===== src/rtl/game_pkg.sv =====
// Shared definitions for the game-flow controller and its display mux.
package game_pkg;

  // Encodings are fixed so the display mux can decode the raw state bits.
  typedef enum logic [1:0] {
    S_IDLE      = 2'b00,
    S_PLAYING   = 2'b01,
    S_GAME_OVER = 2'b10,
    S_PAUSED    = 2'b11
  } state_e;

  localparam int unsigned BCD_W       = 4;
  localparam int unsigned MAX_PLAYERS = 4;
  localparam int unsigned LIVES_W     = 4;
  localparam int unsigned TIME_W      = 8;
  localparam int unsigned WIN_W       = 2;

endpackage


===== src/rtl/game_ctrl_bcd_counter.sv =====
// Saturating multi-digit BCD up-counter with synchronous clear.
module bcd_counter
  import game_pkg::*;
#(
  parameter int unsigned DIGITS = 2
) (
  input  logic                    clk,
  input  logic                    rst_n,
  input  logic                    clr,
  input  logic                    inc,
  output logic [DIGITS*BCD_W-1:0] value,
  output logic [DIGITS*BCD_W-1:0] next_c,
  output logic                    full_c
);

  logic carry;

  // Flag when every digit already reads 9.
  always_comb begin
    full_c = 1'b1;
    for (int unsigned d = 0; d < DIGITS; d++) begin
      if (value[d*BCD_W +: BCD_W] != 4'd9) full_c = 1'b0;
    end
  end

  // Ripple the increment through the digits, stopping at all-9s.
  always_comb begin
    next_c = value;
    carry  = 1'b0;
    if (clr) begin
      next_c = '0;
    end else if (inc && !full_c) begin
      carry = 1'b1;
      for (int unsigned d = 0; d < DIGITS; d++) begin
        if (carry) begin
          if (value[d*BCD_W +: BCD_W] == 4'd9) begin
            next_c[d*BCD_W +: BCD_W] = 4'd0;
          end else begin
            next_c[d*BCD_W +: BCD_W] = value[d*BCD_W +: BCD_W] + 4'd1;
            carry                    = 1'b0;
          end
        end
      end
    end
  end

  // Score register.
  always_ff @(posedge clk or negedge rst_n) begin
    if (!rst_n) value <= '0;
    else        value <= next_c;
  end

endmodule


===== src/rtl/game_ctrl.sv =====
// Game-flow controller: state machine, per-player scores/lives, round timer.
module game_ctrl
  import game_pkg::*;
#(
  parameter int unsigned NUM_PLAYERS    = 2,
  parameter int unsigned SCORE_DIGITS   = 2,
  parameter int unsigned MAX_LIVES      = 3,
  parameter int unsigned FRAMES_PER_SEC = 60,
  parameter int unsigned ROUND_SECONDS  = 99
) (
  input  logic                                  clk,
  input  logic                                  rst_n,
  input  logic                                  frame,
  input  logic                                  start,
  input  logic                                  pause,
  input  logic [NUM_PLAYERS-1:0]                hit,
  input  logic [NUM_PLAYERS-1:0]                miss,
  output logic [1:0]                            state,
  output logic [NUM_PLAYERS*SCORE_DIGITS*4-1:0] score,
  output logic [NUM_PLAYERS*4-1:0]              lives,
  output logic [NUM_PLAYERS-1:0]                alive,
  output logic [7:0]                            time_left,
  output logic [1:0]                            winner,
  output logic                                  tie
);

  localparam int unsigned SW  = SCORE_DIGITS * BCD_W;
  localparam int unsigned FCW = (FRAMES_PER_SEC > 1) ? $clog2(FRAMES_PER_SEC) : 1;

  state_e state_q, state_d;

  logic [FCW-1:0]             fcnt_q, fcnt_d;
  logic [TIME_W-1:0]          time_d;
  logic [NUM_PLAYERS*4-1:0]   lives_d;
  logic [NUM_PLAYERS-1:0]     alive_d;
  logic [WIN_W-1:0]           winner_d;
  logic                       tie_d;

  logic                       playing;
  logic                       clr;
  logic                       sec_tick;
  logic                       game_end;
  logic [NUM_PLAYERS-1:0]     inc;
  logic [NUM_PLAYERS-1:0]     full;
  logic [SW-1:0]              nxt_score [NUM_PLAYERS];

  logic [SW-1:0]              best;
  logic [WIN_W-1:0]           win_c;
  logic                       tie_c;

  assign state   = state_q;
  assign playing = (state_q == S_PLAYING);
  assign clr     = (state_q == S_IDLE) || ((state_q == S_GAME_OVER) && start);

  // One saturating BCD score counter per player.
  for (genvar g = 0; g < int'(NUM_PLAYERS); g++) begin : g_score
    assign inc[g] = playing && hit[g] && alive[g] && !full[g];
    bcd_counter #(.DIGITS(SCORE_DIGITS)) u_score (
      .clk    (clk),
      .rst_n  (rst_n),
      .clr    (clr),
      .inc    (inc[g]),
      .value  (score[g*SW +: SW]),
      .next_c (nxt_score[g]),
      .full_c (full[g])
    );
  end

  // Frame divider, round timer and lives bookkeeping for the coming edge.
  always_comb begin
    fcnt_d   = fcnt_q;
    time_d   = time_left;
    lives_d  = lives;
    alive_d  = alive;
    sec_tick = 1'b0;
    if (clr) begin
      fcnt_d = '0;
      time_d = TIME_W'(ROUND_SECONDS);
      for (int i = 0; i < int'(NUM_PLAYERS); i++) begin
        lives_d[i*LIVES_W +: LIVES_W] = LIVES_W'(MAX_LIVES);
      end
      alive_d = '1;
    end else if (playing) begin
      if (frame) begin
        if (fcnt_q == FCW'(FRAMES_PER_SEC - 1)) begin
          fcnt_d   = '0;
          sec_tick = 1'b1;
          time_d   = time_left - 8'd1;
        end else begin
          fcnt_d = fcnt_q + FCW'(1);
        end
      end
      for (int i = 0; i < int'(NUM_PLAYERS); i++) begin
        if (miss[i] && (lives[i*LIVES_W +: LIVES_W] != 4'd0)) begin
          lives_d[i*LIVES_W +: LIVES_W] = lives[i*LIVES_W +: LIVES_W] - 4'd1;
          if (lives[i*LIVES_W +: LIVES_W] == 4'd1) alive_d[i] = 1'b0;
        end
      end
    end
    game_end = playing && ((sec_tick && (time_left == 8'd1)) || (alive_d == '0));
  end

  // Lowest-index leader and tie flag over the post-edge scores.
  always_comb begin
    best  = nxt_score[0];
    win_c = '0;
    tie_c = 1'b0;
    for (int i = 1; i < int'(NUM_PLAYERS); i++) begin
      if (nxt_score[i] > best) begin
        best  = nxt_score[i];
        win_c = WIN_W'(i);
        tie_c = 1'b0;
      end else if (nxt_score[i] == best) begin
        tie_c = 1'b1;
      end
    end
  end

  // Winner/tie are captured only on the edge that enters GAME_OVER.
  always_comb begin
    winner_d = winner;
    tie_d    = tie;
    if (clr) begin
      winner_d = '0;
      tie_d    = 1'b0;
    end else if (game_end) begin
      winner_d = win_c;
      tie_d    = tie_c;
    end
  end

  // Next-state logic; game-over outranks pause.
  always_comb begin
    state_d = state_q;
    unique case (state_q)
      S_IDLE:      if (start) state_d = S_PLAYING;
      S_PLAYING: begin
        if (game_end)   state_d = S_GAME_OVER;
        else if (pause) state_d = S_PAUSED;
      end
      S_PAUSED:    if (pause) state_d = S_PLAYING;
      S_GAME_OVER: if (start) state_d = S_IDLE;
      default:     state_d = S_IDLE;
    endcase
  end

  // State register.
  always_ff @(posedge clk or negedge rst_n) begin
    if (!rst_n) state_q <= S_IDLE;
    else        state_q <= state_d;
  end

  // Datapath registers.
  always_ff @(posedge clk or negedge rst_n) begin
    if (!rst_n) begin
      fcnt_q    <= '0;
      time_left <= TIME_W'(ROUND_SECONDS);
      for (int i = 0; i < int'(NUM_PLAYERS); i++) begin
        lives[i*LIVES_W +: LIVES_W] <= LIVES_W'(MAX_LIVES);
      end
      alive     <= '1;
      winner    <= '0;
      tie       <= 1'b0;
    end else begin
      fcnt_q    <= fcnt_d;
      time_left <= time_d;
      lives     <= lives_d;
      alive     <= alive_d;
      winner    <= winner_d;
      tie       <= tie_d;
    end
  end

endmodule


===== config.mk =====
export PLATFORM = sky130hd
export DESIGN_NAME = game_ctrl
export DESIGN_NICKNAME = d
export VERILOG_FILES = /design/src/rtl/game_pkg.sv /design/src/rtl/game_ctrl_bcd_counter.sv /design/src/rtl/game_ctrl.sv
export SDC_FILE = /design/constraint.sdc
export NUM_CORES = 1
export LEC_CHECK = 0
export BUFFER_PORTS_ARGS = -buffer_cell sky130_fd_sc_hd__clkbuf_2
export CAP_MARGIN = 40
export CORE_MARGIN = 2
export CORE_UTILIZATION = 56
export DETAILED_ROUTE_END_ITERATION = 8
export MAX_ROUTING_LAYER = met4
export PLACE_DENSITY = 0.85
export SYNTH_ARGS = -nofsm -noshare
export SYNTH_HDL_FRONTEND = slang
export SYNTH_SLANG_ARGS = --single-unit

===== constraint.sdc =====
create_clock -name clk -period 3.1 [get_ports clk]
set_input_delay 0.62 -clock clk [delete_from_list [all_inputs] [get_ports clk]]
set_output_delay 0.62 -clock clk [all_outputs]
set_load 0.03 [all_outputs]

==> results of run 1 <==
sequential cells by signal, summed over array words and instances, names as in the netlist:
register / cells
g_score.u_score.value: 16
lives: 8
time_left: 8
fcnt_q: 6
alive: 2
state: 2
tie: 1
winner: 1
critical path, cell delays in order, from the launching register on:
cell and delay, ns:
dfrtp_1 0.50, and4b_1 0.36, and4b_1 0.28, nand4_1 0.13, xor2_1 0.17, or2_2 0.29
ha_1 0.31, nand2_1 0.06, o21ai_0 0.22, o22ai_1 0.13, o32ai_2 0.21
kinds of logic (layout without fill, tap and decap cells):
family | count (synthesis) | count (layout) | synth area share
and+or+nand+nor | 128 | 128 | 0.262
DFF | 44 | 44 | 0.430
AOI/OAI and AO/OA | 37 | 37 | 0.0946
buffers and inverters | 23 | 71 | 0.0396
xor gates and xnor gates | 22 | 22 | 0.0744
adders and majority gates | 18 | 18 | 0.0869
muxes | 3 | 3 | 0.0116
other | 1 | 1 | 0.00145
cells in the final DEF, fill, tap and decap left out, types with 2 or more instances in the layout:
cell type	synthesis	layout
clkbuf_2	0	46
nor2_1	36	35
dfrtp_1	34	34
nand2_1	26	26
ha_1	18	18
inv_1	15	15
or2_2	12	12
a21oi_1	12	12
o21ai_0	11	11
xnor2_1	11	11
xor2_1	11	11
dfstp_2	10	10
nor3_1	9	9
nand3_1	7	7
nand4_1	6	6
nor2b_1	5	5
nand3b_1	5	5
clkbuf_8	0	5
nor4b_1	4	4
nand4b_1	3	3
mux2i_1	3	3
o311a_1	3	3
nor2_2	1	2
a211oi_1	2	2
and4b_1	2	2
nor3b_1	2	2
buf_4	2	2
power breakdown:
group,leakage [nW],switching [mW],total [mW],internal (mW)
Sequential,0.555,0.206,0.960,0.754
Clock,0.0541,0.205,0.444,0.238
Combinational,0.836,0.786,1.24,0.452
Yosys cell counts (2+ instances only):
cell | number | area [um2]
nor3_1 | 9 | 45.0
xor2_1 | 11 | 96.3
nor3b_1 | 2 | 15.0
buf_4 | 2 | 15.0
and4b_1 | 2 | 20.0
o311a_1 | 3 | 30.0
inv_1 | 15 | 56.3
nand4_1 | 6 | 37.5
dfstp_2 | 10 | 263
nand4b_1 | 3 | 26.3
nor2b_1 | 5 | 31.3
clkbuf_1 | 3 | 11.3
nand2_1 | 26 | 97.6
xnor2_1 | 11 | 96.3
ha_1 | 18 | 225
nand3_1 | 7 | 35.0
a21oi_1 | 12 | 60.1
mux2i_1 | 3 | 30.0
nor2_1 | 36 | 135
or2_2 | 12 | 75.1
o21ai_0 | 11 | 55.1
a211oi_1 | 2 | 15.0
nand3b_1 | 5 | 37.5
nor4b_1 | 4 | 35.0
dfrtp_1 | 34 | 851
area by class of cell:
| cell class | instances | area, um2 |
|---|---|---|
| fillers | 354 | 1450 |
| multi-input cells | 209 | 1380 |
| flip-flops and latches | 44 | 1110 |
| repair buffers | 48 | 245 |
| clock buffers | 5 | 68.8 |
| well taps | 52 | 65.1 |
| inverters | 15 | 56.3 |
| clock inverters | 3 | 42.5 |
worst paths after layout:
kind                               from           end  slack [ns]  depth (start not counted)
max in group asynchronous         rst_n      alive[1]        2.34                          2
max                            state[1]     winner[0]        0.36                         10
min in group clk           time_left[0]  time_left[0]        0.54                          2
max reg2reg                    state[1]     winner[0]        0.36                         10
min reg2reg                time_left[0]  time_left[0]        0.54                          2
min                               rst_n  time_left[4]        0.37                          2
layer usage:
layer / part of all wire / up-vias
met2: 0.49 / 55
li1: - / 1039
met4: 0.015 / 0
met5: 0 / -
met1: 0.45 / 1022
met3: 0.041 / 7
stage by stage:
step | total power, mW | instances | util | setup slack, ns
2_1_floorplan | 1.87 | 276 | - | 0.405
3_3_place_gp | 2.16 | 368 | 0.647 | 0.379
3_5_place_dp | 2.20 | 368 | 0.647 | 0.256
4_1_cts | 2.65 | 376 | 0.673 | 0.374
5_1_grt | 2.85 | 376 | 0.673 | 0.114
6_report | 2.64 | 376 | 0.673 | 0.361
==> results by group, run 1 <==
Logic synthesis
  – Yosys reg bits: 44
  – Main synth FF type: dfrtp_1
  – Async S/R FF share, synth: 1.00
  – Sequential share of the synthesized area: 0.430
  – Average size of a mapped cell: 9.39 um2
  – Post-Syn Area: 0.00259 mm2
  – Syn_nets: 303
  – Synth warn: 0
  – EDFF count, synth: 0
  – Cells after Synth: 276
  – Cell variety after synth: 49

Worst setup path
  – CP arrival: 2.96 ns
  – Kind of start point of the critical path: flip-flop
  – Critical path peak fanout: 12
  – Crit Path Category: flip-flop to flip-flop
  – CP endpoint kind: flip-flop
  – Worst Path Required: 3.32 ns

Clock network
  – TritonCTS Buffers: 5
  – Clk Latency, worst-skew pair: 0.31 ns
  – CTS hold repair buffers: 0
  – Clock Tree Buf Depth: 2
  – CTS H-tree lvls: 2
  – # Post-CTS Setup Buffers: 0
  – Clk root buf: clkbuf_8
  – Cts repair resizes: 0
  – Clock sinks: 44
  – TritonCTS clock tree: built
  – Clock-pin slew on the worst setup and hold paths: 0.09 ns

Placement
  – Port bufs: 46
  – GPL Wtd Cong: 0.869
  – Cell Area, Placed: 0.00286 mm2
  – DPL Wire Length: 3880 um

Final layout
  – Area Growth Syn to Fin: 14.6%
  – Share of cells above drive strength 1: 0.262
  – Diodes inserted: 0
  – Nets: 350
  – Post-route cell area: 0.00297 mm2

GRT
  – Global-route wire length before repair: 9050 um
  – GR met1 Demand/Resource: 0.289
  – M3 GR Usage: 0.0403
  – Met2 Use GR: 0.379
  – Vias in the first global route: 2,004
  – GRT Overall Usage: 0.232
  – Total gr overflow: 0
  – Busiest grt layer: met2
  – Largest net degree at the start of global routing: 45
  – Initial antenna violation count: 0

Status
  – Status: complete, no violations

Timing
  – Max Clock Skew: 0.00653 ns
  – Slew @ Worst Pin: 0.803 ns
  – Final period utilization: 0.883
  – Setup TNS: 0 ns
  – Setup Viol. Count Final: 0
  – Slew Limit Fails: 0
  – RSZ-0062 raised after global routing: false
  – Worst Hold Slack: 0.371 ns
  – Relative slew slack: 0.457
  – Maximum achievable frequency: 0.365 GHz
  – Final hold vios: 0
  – Minimum clock period: 2.74 ns

Drt
  – DR pass1 iterations: 4
  – Wire length per cell: 14.3 um
  – DRC violations left: 0
  – DR vias: 2,123
  – Drt total wl: 5360 um
  – Starting DRT DRC Count: 146
  – Vias per cell: 5.65
  – Antenna-violating nets left: 0

Power and ir drop
  – Worst IR drop on VDD: 652 uV
  – Leakage: 1.45 nW
  – Pwr dens: 890 mW/mm2

Floorplanning
  – Die Y: 72.0 um
  – Initial Util: 0.587
  – Row count: 24
  – Top-Level Pins: 48
  – Placeable Area: 0.00441 mm2
  – Die area: 0.00519 mm2
  – Die width: 72.0 um

Hold path
  – Hold Crit Class: input port to async pin

Job
  – Number of max-cap violations: 0
Power figures use the tool's default switching activity.
==> run 2: changes to the inputs <==
CORE_UTILIZATION = 60   (was 56)
PLACE_DENSITY = 0.9   (was 0.85)
clock period = 3.45 ns   (was 3.1 ns; I/O delays follow)
==> run 2 against run 1 <==
Net effect:
- total power fell by 12%
- sequential power is 9.6% lower
- critical path depth unchanged
- fmax fell by 4.9%
- non-clock buffer count unchanged
- core utilization is 5.1 points higher
- first-iteration DRC count is 6.8% lower
- cell count down 0.53%
- global-route usage grew 2.6 points
- setup slack improved by 0.21 ns
- flip-flop and latch count unchanged
==> results by group, run 2 (synthesized netlist as in run 1, its figures left out) <==
Power and ir drop
  – Sequential power share: 0.373
  – Clk pwr share: 0.144
  – Leakage: 1.44 nW
  – Net Sw Frac: 0.463
  – Cell Int Power: 1.25 mW
  – Switching power: 1.08 mW
  – Worst IR drop on VDD: 531 uV
  – Gate power share: 0.484
  – Total power: 2.33 mW
  – Pwr dens: 787 mW/mm2

Clock network
  – CTS H-tree lvls: 2
  – Clock sinks: 44
  – Clk root buf: clkbuf_8
  – # Post-CTS Setup Buffers: 0
  – TritonCTS clock tree: built
  – Clk Latency, worst-skew pair: 0.30 ns
  – Clock Tree Buf Depth: 2
  – CTS hold repair buffers: 0
  – TritonCTS Buffers: 5
  – Cts repair resizes: 0
  – Clock-pin slew on the worst setup and hold paths: 0.08 ns

Final layout
  – Biggest regs: g_score.u_score.value (16), lives (8), time_left (8)
  – Commonest non-fill, non-tap cells in the layout: clkbuf_2, nor2_1, dfrtp_1
  – Diodes inserted: 0
  – Most common cell after layout, fill and taps aside: clkbuf_2
  – Max reg flops: 16
  – Top reg by flops: g_score.u_score.value
  – Share of cells above drive strength 1: 0.256
  – Fillers: 316
  – Area Growth Syn to Fin: 14.1%
  – Nets: 350

Placement
  – DPL Wire Length: 4300 um
  – Port bufs: 46
  – GPL Wtd Cong: 0.825

Timing
  – Max Clock Skew: 0.00128 ns
  – Relative slew slack: 0.451
  – Final period utilization: 0.835
  – Slew @ Worst Pin: 0.812 ns
  – Minimum clock period: 2.88 ns
  – Setup Viol. Count Final: 0
  – Maximum achievable frequency: 0.347 GHz
  – Final hold vios: 0
  – RSZ-0062 raised after global routing: false
  – Setup TNS: 0 ns
  – Slew Limit Fails: 0

Hold path
  – Hold Crit Class: input port to async pin

Drt
  – Top layer in use: met4
  – Antenna-violating nets left: 0
  – DR pass1 iterations: 4
  – DRC violations left: 0
  – M1 wire length: 2530 um
  – DR vias: 2,133
  – Metal2 WL: 2840 um
  – Vias per cell: 5.70
  – DR WL met3: 311 um
  – Wire length per cell: 15.4 um
  – Drt total wl: 5770 um
  – Starting DRT DRC Count: 136

GRT
  – GRT Overall Usage: 0.258
  – Total gr overflow: 0
  – Largest net degree at the start of global routing: 32
  – Vias in the first global route: 2,157
  – Initial antenna violation count: 0
  – Global-route wire length before repair: 9830 um

Floorplanning
  – Die area: 0.00486 mm2
  – Row count: 23
  – Placeable Area: 0.00409 mm2
  – Die width: 69.7 um
  – Die Y: 69.7 um
  – Initial Util: 0.634
  – Top-Level Pins: 48

Worst setup path
  – R2R Setup Slk: 0.57 ns
  – CP endpoint kind: flip-flop
  – Kind of start point of the critical path: flip-flop
  – Worst Path Required: 3.65 ns
  – CP arrival: 3.08 ns
  – Critical path peak fanout: 11
  – Crit Path Category: flip-flop to flip-flop

Job
  – Number of max-cap violations: 0

Status
  – Status: complete, no violations
-- run 2: area by class of cell --
cell class,count,area [um2],area share
well taps,50,62.6,0.0212
inverters,15,56.3,0.0190
repair buffers,48,258,0.0871
flip-flops and latches,44,1110,0.376
clock buffers,8,90.1,0.0305
multi-input cells,209,1380,0.466
-- run 2: metrics by stage --
step	cell area, um2	utilization	hold WS, ns	setup WS (ns)	instances
after floorplan	2590	-	0.394	0.755	276
after global placement	2850	0.697	0.508	0.674	365
after detailed placement	2870	0.702	0.523	0.489	366
after CTS	2960	0.724	0.377	0.606	374
after global routing	2960	0.724	0.400	0.421	374
final	2960	0.724	0.360	0.570	374
-- run 2: power groups by stage --
stage          sequential (mW)  clock (mW)  combinational [mW]
2_1_floorplan             1.05           0               0.635
3_3_place_gp             0.864           0                1.07
3_5_place_dp             0.873           0                1.12
4_1_cts                  0.864       0.336                1.13
5_1_grt                  0.893       0.355                1.25
6_report                 0.868       0.335                1.13
-- run 2: path summary, 6_finish.rpt --
kind | start | to | depth (start not counted)
setup / recovery | state[0] | winner[0] | 10
hold / removal | rst_n | fcnt_q[0] | 1
setup reg to reg | state[0] | winner[0] | 10
hold reg to reg | fcnt_q[0] | fcnt_q[0] | 1
max in group asynchronous | rst_n | lives[0] | 2
min in group clk | fcnt_q[0] | fcnt_q[0] | 1
-- run 2: routing by layer --
metal	vias to the layer above	track usage
met1	1030	0.328
met3	9	0.0552
met2	56	0.422
met4	0	0.0684
li1	1038	-
met5	-	-
-- run 2: worst max-delay path, cell delays in order (launching register included) --
cell	delay (ns)
dfrtp_1	0.55
and4b_1	0.32
and4b_1	0.31
nand4_1	0.15
xor2_1	0.19
or2_2	0.29
ha_1	0.33
nand2_1	0.07
o21ai_0	0.24
o22ai_1	0.12
o32ai_2	0.22
==> run 3: changes to the inputs <==
CORE_UTILIZATION = 50   (was 60)
PLACE_DENSITY = 0.81   (was 0.9)
clock period = 2.3 ns   (was 3.45 ns; I/O delays follow)
==> run 3 against run 2 <==
Net effect:
- the run now ends with setup timing left
- non-clock buffer count is 40 higher
- register-to-register slack got worse by 0.82 ns
- critical path depth unchanged
- combinational power increased by 85%
- worst hold slack worse by 0.15 ns
- total power up 68%
- sequential power grew 42%
- count of clock-buffer cells in the layout decreased by 3
- clock skew grew 0.0034 ns
- flip-flop and latch count stayed put
- clock power increased by 77%
- core utilization is 5.6 points lower
- critical path type unchanged
==> results by group, run 3 (synthesized netlist as in run 1, its figures left out) <==
Status
  – Status: complete, but fails checks
  – Violated checks: setup timing

Floorplanning
  – Initial Util: 0.514
  – Die Y: 76.0 um
  – Die width: 76.0 um
  – Placeable Area: 0.00504 mm2
  – Row count: 26
  – Die area: 0.00577 mm2
  – Top-Level Pins: 48

Final layout
  – Diodes inserted: 0
  – Nets: 390
  – Most common cell after layout, fill and taps aside: clkbuf_2
  – Area Growth Syn to Fin: 29.9%
  – Commonest non-fill, non-tap cells in the layout: clkbuf_2, buf_4, nor2_1
  – Biggest regs: g_score.u_score.value (16), lives (8), time_left (8)
  – Finished Layout Cells: 434
  – Share of cells above drive strength 1: 0.382
  – Top reg by flops: g_score.u_score.value
  – Max reg flops: 16

GRT
  – Vias in the first global route: 2,242
  – GRT Overall Usage: 0.228
  – Busiest grt layer: met2
  – Met2 Use GR: 0.377
  – Global-route wire length before repair: 10,400 um
  – Total gr overflow: 0
  – M3 GR Usage: 0.0379
  – Largest net degree at the start of global routing: 45
  – GR met1 Demand/Resource: 0.285
  – Initial antenna violation count: 0

Timing
  – RSZ-0062 raised after global routing: true
  – Max Clock Skew: 0.00465 ns
  – Worst Setup Slack, final: -0.245 ns
  – Relative slew slack: 0.637
  – Slew @ Worst Pin: 0.545 ns
  – Final period utilization: 1.11
  – Minimum clock period: 2.55 ns
  – Setup Viol. Count Final: 2
  – Setup TNS: -0.423 ns
  – Worst Hold Slack: 0.215 ns
  – Maximum achievable frequency: 0.393 GHz
  – Final hold vios: 0
  – Slew Limit Fails: 0

Clock network
  – # Post-CTS Setup Buffers: 0
  – Clock sinks: 44
  – CTS hold repair buffers: 0
  – TritonCTS clock tree: built
  – Clock Tree Buf Depth: 2
  – Clk root buf: clkbuf_8
  – TritonCTS Buffers: 5
  – Clk Latency, worst-skew pair: 0.30 ns
  – CTS H-tree lvls: 2
  – Clock-pin slew on the worst setup and hold paths: 0.08 ns

Drt
  – Starting DRT DRC Count: 78
  – Drt total wl: 6140 um
  – DRC violations left: 0
  – DR pass1 iterations: 4
  – Antenna-violating nets left: 0
  – Wire length per cell: 14.1 um
  – DR vias: 2,270
  – Vias per cell: 5.23

Worst setup path
  – R2R Setup Slk: -0.25 ns
  – Worst setup path start: alive[0]
  – CP endpoint kind: flip-flop
  – Crit Path Category: flip-flop to flip-flop
  – Critical path peak fanout: 4
  – CP arrival: 2.76 ns
  – Worst reg2reg path depth: 10
  – Kind of start point of the critical path: flip-flop
  – Critical path destination: winner[0]
  – Worst Path Required: 2.51 ns
  – Worst r2r src: alive[0]
  – Worst r2r dst: winner[0]

Power and ir drop
  – Total power: 3.91 mW
  – Pwr dens: 1160 mW/mm2
  – Worst IR drop on VDD: 784 uV
  – Leakage: 1.65 nW

Placement
  – Worst slack at placement: -0.285 ns
  – GPL Wtd Cong: 0.837
  – Port bufs: 46
  – Placed insts: 426
  – DPL Wire Length: 4720 um

Job
  – Number of max-cap violations: 0

Hold path
  – Hold Crit Class: input port to async pin
==> run 3: repair_timing <==
item,4_1_cts,5_1_grt
pin swaps,4,1
resized for setup,5,5
endpoints found under the setup margin,2,3
==> run 3: stage by stage <==
| stage | utilization | area, um2 |
|---|---|---|
| after floorplan | - | 2630 |
| after global placement | 0.637 | 3210 |
| after detailed placement | 0.637 | 3210 |
| after CTS | 0.664 | 3350 |
| after global routing | 0.667 | 3370 |
| final | 0.667 | 3370 |
==> run 3: worst min path at each step <==
stage | from | end | slack [ns] | depth (start not counted)
6_report | rst_n | time_left[4] | 0.21 | 2
3_3_place_gp | fcnt_q[0] | fcnt_q[0] | 0.51 | 1
5_1_grt | rst_n | time_left[4] | 0.27 | 2
4_1_cts | rst_n | time_left[4] | 0.24 | 2
2_1_floorplan | rst_n | fcnt_q[0] | 0.16 | 0
3_5_place_dp | fcnt_q[0] | fcnt_q[0] | 0.52 | 1
==> run 3: worst max-delay path, stage by stage, from the launching register on <==
cell and delay (ns):
dfstp_2 0.53, and4b_2 0.27, and4b_2 0.27, nand2_1 0.07
mux2i_1 0.12, or2_2 0.31, ha_4 0.27, nand4_1 0.15
a21oi_2 0.16, o22ai_1 0.09, o32ai_2 0.20
==> run 3: layout make-up <==
| type | count | area (um2) |
|---|---|---|
| multi-input combinational | 209 | 1450 |
| fill | 399 | 1680 |
| sequential | 44 | 1120 |
| clock inverter | 3 | 42.5 |
| clock buffer | 5 | 68.8 |
| tap | 70 | 87.6 |
| inverter | 15 | 56.3 |
| timing repair buffer | 88 | 546 |
==> run 3: metal layers <==
metal  part of all wire  vias up  routed length [um]
li1                   -     1119                   -
met1               0.45     1093                2780
met4              0.016        0                  96
met3              0.035       12                 213
met5                  0        -                   0
met2               0.50       46                3050
==> run 3: where the power goes <==
part           switching, mW  internal [mW]  total [mW]
combinational           1.24          0.849        2.09
clock                  0.271          0.321       0.593
sequential             0.211           1.02        1.23
